<file path="src/rtl/lcd_scanout_pkg.sv">
// Shared constants and types for the LCD scan-out path: panel timing, NES window
// geometry, vbuf addressing and the control word carried through the read-latency pipe.
package lcd_scanout_pkg;

  localparam int H_ACTIVE = 480;
  localparam int H_FP     = 2;
  localparam int H_SYNC   = 41;
  localparam int H_BP     = 2;
  localparam int H_TOTAL  = H_ACTIVE + H_FP + H_SYNC + H_BP;

  localparam int V_ACTIVE = 272;
  localparam int V_FP     = 2;
  localparam int V_SYNC   = 10;
  localparam int V_BP     = 2;
  localparam int V_TOTAL  = V_ACTIVE + V_FP + V_SYNC + V_BP;

  localparam int NES_W  = 256;
  localparam int NES_H  = 240;
  localparam int X_OFS  = 112;
  localparam int Y_OFS  = 16;
  localparam int RD_LAT = 2;

  localparam int ADDR_W = 17;
  localparam int HCNT_W = 10;
  localparam int VCNT_W = 9;

  localparam logic [7:0] BORDER_IDX = 8'h0F;

  typedef logic [HCNT_W-1:0] hcnt_t;
  typedef logic [VCNT_W-1:0] vcnt_t;
  typedef logic [ADDR_W-1:0] vaddr_t;

  typedef struct packed {
    logic hsync;
    logic vsync;
    logic de;
    logic in_win;
  } scan_ctl_t;

  localparam scan_ctl_t SCAN_IDLE = '{hsync: 1'b1, vsync: 1'b1, de: 1'b0, in_win: 1'b0};

  function automatic logic in_span(input int val, input int lo, input int len);
    return (val >= lo) && (val < lo + len);
  endfunction

endpackage

</file>
<file path="src/rtl/lcd_timing_gen.sv">
// Free-running panel raster counters with raw (undelayed) active, sync and frame-start flags.
module lcd_timing_gen
  import lcd_scanout_pkg::*;
#(
  parameter int HACT = H_ACTIVE,
  parameter int HFP  = H_FP,
  parameter int HSW  = H_SYNC,
  parameter int HBP  = H_BP,
  parameter int VACT = V_ACTIVE,
  parameter int VFP  = V_FP,
  parameter int VSW  = V_SYNC,
  parameter int VBP  = V_BP
) (
  input  logic  clk,
  input  logic  rst_n,
  output hcnt_t hcnt,
  output vcnt_t vcnt,
  output logic  active,
  output logic  hsync,
  output logic  vsync,
  output logic  frame_start
);

  localparam int HTOT = HACT + HFP + HSW + HBP;
  localparam int VTOT = VACT + VFP + VSW + VBP;

  always_ff @(posedge clk or negedge rst_n) begin
    if (!rst_n) begin
      hcnt <= '0;
      vcnt <= '0;
    end else if (int'(hcnt) == HTOT - 1) begin
      hcnt <= '0;
      vcnt <= (int'(vcnt) == VTOT - 1) ? '0 : vcnt + vcnt_t'(1);
    end else begin
      hcnt <= hcnt + hcnt_t'(1);
    end
  end

  always_comb begin
    active      = (int'(hcnt) < HACT) && (int'(vcnt) < VACT);
    hsync       = !in_span(int'(hcnt), HACT + HFP, HSW);
    vsync       = !in_span(int'(vcnt), VACT + VFP, VSW);
    frame_start = (hcnt == '0) && (vcnt == '0);
  end

endmodule

</file>
<file path="src/rtl/lcd_scanout.sv">
// LCD-side reader of the double-buffered vbuf: centres the NES frame on the panel,
// issues vbuf reads and re-aligns returned palette indices with the delayed sync/DE.
module lcd_scanout
  import lcd_scanout_pkg::*;
#(
  parameter int HACT = H_ACTIVE,
  parameter int HFP  = H_FP,
  parameter int HSW  = H_SYNC,
  parameter int HBP  = H_BP,
  parameter int VACT = V_ACTIVE,
  parameter int VFP  = V_FP,
  parameter int VSW  = V_SYNC,
  parameter int VBP  = V_BP,
  parameter int XOFS = X_OFS,
  parameter int YOFS = Y_OFS
) (
  input  logic              i_lcd_clk,
  input  logic              i_rstn,
  input  logic              i_wr_bank,
  output logic [ADDR_W-1:0] o_raddr,
  input  logic [7:0]        i_rdata,
  output logic              o_hsync,
  output logic              o_vsync,
  output logic              o_de,
  output logic [7:0]        o_pix,
  output logic              o_rd_bank,
  output logic              o_frame_start
);

  hcnt_t hcnt;
  vcnt_t vcnt;
  logic  active;
  logic  hsync_raw;
  logic  vsync_raw;
  logic  frame_start;

  lcd_timing_gen #(
    .HACT(HACT), .HFP(HFP), .HSW(HSW), .HBP(HBP),
    .VACT(VACT), .VFP(VFP), .VSW(VSW), .VBP(VBP)
  ) u_timing (
    .clk         (i_lcd_clk),
    .rst_n       (i_rstn),
    .hcnt        (hcnt),
    .vcnt        (vcnt),
    .active      (active),
    .hsync       (hsync_raw),
    .vsync       (vsync_raw),
    .frame_start (frame_start)
  );

  // No reset on the synchronizer: it keeps tracking the PPU bank while the scan is held in reset.
  logic [1:0] wr_sync;
  logic       wr_bank_s;

  always_ff @(posedge i_lcd_clk) begin
    wr_sync <= {wr_sync[0], i_wr_bank};
  end

  assign wr_bank_s = wr_sync[1];

  logic rd_bank;

  always_ff @(posedge i_lcd_clk or negedge i_rstn) begin
    if (!i_rstn) begin
      rd_bank       <= 1'b0;
      o_frame_start <= 1'b0;
    end else begin
      o_frame_start <= frame_start;
      if (frame_start) rd_bank <= ~wr_bank_s;
    end
  end

  assign o_rd_bank = rd_bank;

  logic       in_win;
  logic [7:0] win_x;
  logic [7:0] win_y;

  always_comb begin
    in_win  = active && in_span(int'(hcnt), XOFS, NES_W) && in_span(int'(vcnt), YOFS, NES_H);
    win_x   = hcnt[7:0] - 8'(XOFS);
    win_y   = vcnt[7:0] - 8'(YOFS);
    o_raddr = in_win ? {rd_bank, win_y, win_x} : {rd_bank, 16'h0000};
  end

  // Control travels alongside the vbuf read so it lines up with i_rdata.
  scan_ctl_t ctl_now;
  scan_ctl_t ctl_pipe [RD_LAT];

  assign ctl_now = '{hsync: hsync_raw, vsync: vsync_raw, de: active, in_win: in_win};

  always_ff @(posedge i_lcd_clk or negedge i_rstn) begin
    if (!i_rstn) begin
      for (int i = 0; i < RD_LAT; i++) ctl_pipe[i] <= SCAN_IDLE;
    end else begin
      ctl_pipe[0] <= ctl_now;
      for (int i = 1; i < RD_LAT; i++) ctl_pipe[i] <= ctl_pipe[i-1];
    end
  end

  assign o_hsync = ctl_pipe[RD_LAT-1].hsync;
  assign o_vsync = ctl_pipe[RD_LAT-1].vsync;
  assign o_de    = ctl_pipe[RD_LAT-1].de;
  assign o_pix   = ctl_pipe[RD_LAT-1].in_win ? i_rdata : BORDER_IDX;

endmodule

</file>
<file path="config.mk">
export PLATFORM = sky130hd
export DESIGN_NAME = lcd_scanout
export DESIGN_NICKNAME = d
export VERILOG_FILES = /design/src/rtl/lcd_scanout_pkg.sv /design/src/rtl/lcd_timing_gen.sv /design/src/rtl/lcd_scanout.sv
export SDC_FILE = /design/constraint.sdc
export NUM_CORES = 1
export LEC_CHECK = 0
export CORE_AREA = 8 8 78 98
export CTS_BUF_LIST = sky130_fd_sc_hd__clkbuf_8
export CTS_CLUSTER_SIZE = 30
export DETAILED_ROUTE_END_ITERATION = 6
export DIE_AREA = 0 0 86 106
export PLACE_DENSITY = 0.58
export SLEW_MARGIN = 5
export SYNTH_ARGS = -nofsm -noshare
export SYNTH_HDL_FRONTEND = slang
export SYNTH_SLANG_ARGS = --single-unit
export TNS_END_PERCENT = 50
</file>
<file path="constraint.sdc">
create_clock -name i_lcd_clk -period 2.6 [get_ports i_lcd_clk]
set_clock_uncertainty 0.05 [all_clocks]
set_input_delay 0.52 -clock i_lcd_clk [delete_from_list [all_inputs] [get_ports i_lcd_clk]]
set_output_delay 0.52 -clock i_lcd_clk [all_outputs]
set_load 0.01 [all_outputs]
</file>
==> reports/results.txt <==
Mapped Area -> 1840 sq um
Clock sinks -> 31
Dpl ws -> -99.5 ps
RSZ-0062 raised after global routing -> yes
Vias/cell -> 4.65
Post-Place Cells -> 339
Cell Pwr Density -> 314 nW/um^2
Count leader, synth -> dfrtp_1
Syn_nets -> 215
Critical path class -> reg -> out
Most common library cells after synthesis -> dfrtp_1, nor2_1, ha_1
CP arrival -> 2010 ps
Yosys reg bits -> 31
Fin area -> 2730 sq um
Area contributors post-synth -> dfrtp_1, ha_1, dfstp_2, nor2_1, xnor2_1
Number of diodes -> 0
RePlAce Congestion -> 0.906
Worst EP required -> 2030 ps
Ports -> 41
Initial Util -> 29.5%
Fraction of the cycle the final worst path needs -> 99.2%
Final Hold Vio Count -> 0
Total CTS buffers -> 5
Fmax -> 388 MHz
Dpl hpwl -> 3.78 mm
Ys flop type -> dfrtp_1
# hold bufs at CTS -> 0
# setup viols final -> 0
Final Util -> 43.8%
Yosys cell types -> 43
Die height -> 106 um
CTS HTree Levels -> 2
Final worst path period need -> 2580 ps
Max_cap viols -> 0
Max clock buf depth -> 2
Yosys top cell area share -> 34.0%
Overflow after GRT -> 0
Post-synth top area cell -> dfrtp_1
Wire per inst -> 14.2 um
Detailed Routing Iterations Pass 1 -> 4
Site row count -> 33
Sequential-to-total area share from yosys stat -> 41.9%
Die X -> 86 um
# port buffers -> 40
Core box area -> 6230 sq um
Cell Area, Placed -> 2530 sq um
Leakage power -> 1.28 nW
Overall Global Routing Usage -> 11.3%
CTS tree -> built
Worst Max-Slew Pin Slew -> 384 ps
Area growth, synth to finish -> 48.4%
Nets -> 290
Syn Area/Cell -> 9.68 sq um
Slew headroom -> 74.3%
Post-synth EDFFs -> 0
Final cell count without fillers -> 353
Crit Path Max Fanout -> 5
Largest net degree at the start of global routing -> 30
Register-to-Register Setup Slack -> 340 ps
CTS root buf -> clkbuf_8
Worst-Skew Late Latency -> 280 ps
First-pass GRT wire length -> 8.20 mm
# DRC -> 0
Synth Warn # -> 0
Total routed wirelength -> 5.00 mm
Share of synthesized registers carrying an async set or reset -> 93.5%
Share of cells above drive strength 1 -> 32.0%
DR iter-0 viols -> 95
Clk slew on worst S/H paths -> 70 ps
Vias post-DR -> 1,643
Startpoint types -> flip-flop
VDD IR max -> 186 uV
Outcome -> complete, no violations
Max Slew Vio Count -> 0
Final setup margin -> 20.0 ps
Die area -> 9120 sq um
Vias in the first global route -> 1,733
Synth Instances -> 190
Initial antenna violation count -> 0
Hold slack -> 276 ps
Worst hold-check path type -> reg -> reg
Antenna Violating Nets Remaining -> 0
Crit path capture type -> output port
[cell families after synthesis]
logic type | after synthesis | synth area share, %
and+or+nand+nor | 82 | 26.0
DFF | 31 | 41.9
AOI/OAI and AO/OA | 26 | 9.32
buffers and inverters | 23 | 6.19
adders and majority gates | 14 | 9.52
xor gates and xnor gates | 12 | 5.71
muxes | 2 | 1.36
[area by class of cell]
type | instances | area (sq um)
fill | 619 | 3510
inverter | 11 | 41.3
timing repair buffer | 80 | 667
multi-input combinational | 136 | 1060
clock buffer | 5 | 68.8
clock inverter | 3 | 11.3
tap | 87 | 109
sequential | 31 | 771
[registers in the layout (all words and copies together) (netlist names)]
| signal | count |
|---|---|
| wr_sync | 2 |
| u_timing.hcnt | 10 |
| o_de | 1 |
| o_hsync | 1 |
| o_frame_start | 1 |
| u_timing.vcnt | 9 |
| ctl_pipe | 5 |
| o_vsync | 1 |
| o_rd_bank | 1 |
[stage by stage]
step / setup TNS, ps / total power, mW
2_1_floorplan: 0 / 0.494
4_1_cts: -153 / 0.870
5_1_grt: -254 / 0.894
3_5_place_dp: -737 / 0.519
3_3_place_gp: -194 / 0.518
6_report: 0 / 0.857
[cell usage in the layout (no fill, tap or decap), drive strengths merged, types with 8 or more instances in the layout]
master and instances:
o21ai 8, nand4 8, inv 14, nor2 20, xnor2 8, buf 52, nand2 9, clkdlybuf4s50 24
dfrtp 25, and2 11, ha 14, nand3 10, clkbuf 8
[routing by layer]
| layer | GRT usage, % | wire length [um] | vias up |
|---|---|---|---|
| met1 | 12.2 | 2180 | 788 |
| met4 | 4.52 | 99 | 0 |
| li1 | - | - | 801 |
| met3 | 2.70 | 196 | 9 |
| met5 | 0 | 0 | - |
| met2 | 20.5 | 2530 | 45 |
[power by group]
part | leakage [nW] | internal (mW) | total [mW] | switching [mW]
clock | 0.0519 | 0.178 | 0.348 | 0.170
combinational | 0.846 | 0.0147 | 0.0246 | 0.00992
sequential | 0.378 | 0.484 | 0.484 | 0.000307
total | 1.28 | 0.677 | 0.857 | 0.180
[critical path, stage by stage (launching register included)]
cell             delay [ps]
dfrtp_1                 410
buf_6                   130
ha_4                    130
nand4b_1                140
o31ai_2                 240
nand3_2                 180
inv_2                   140
and2_1                  130
clkdlybuf4s15_1         240
[worst paths after layout]
check / from / to / cells past startpoint
hold / removal: wr_sync[0] / wr_sync[1] / 0
max in group asynchronous: i_rstn / ctl_pipe[6] / 2
setup / recovery: u_timing.hcnt[5] / o_raddr[11] / 8
hold reg to reg: wr_sync[0] / wr_sync[1] / 0
min in group asynchronous: i_rstn / ctl_pipe[0] / 2
setup reg to reg: u_timing.hcnt[4] / u_timing.vcnt[0] / 9
[timing repair]
| action | 4_1_cts | 5_1_grt |
|---|---|---|
| setup buffers | 7 | 2 |
| setup endpoints to repair | 16 | 16 |
| pin swaps | 3 | 10 |
| endpoints found under the hold margin | 0 | 0 |
| gates resized for setup | 61 | 30 |
| cloned | 0 | 0 |
Power figures use the tool's default switching activity.
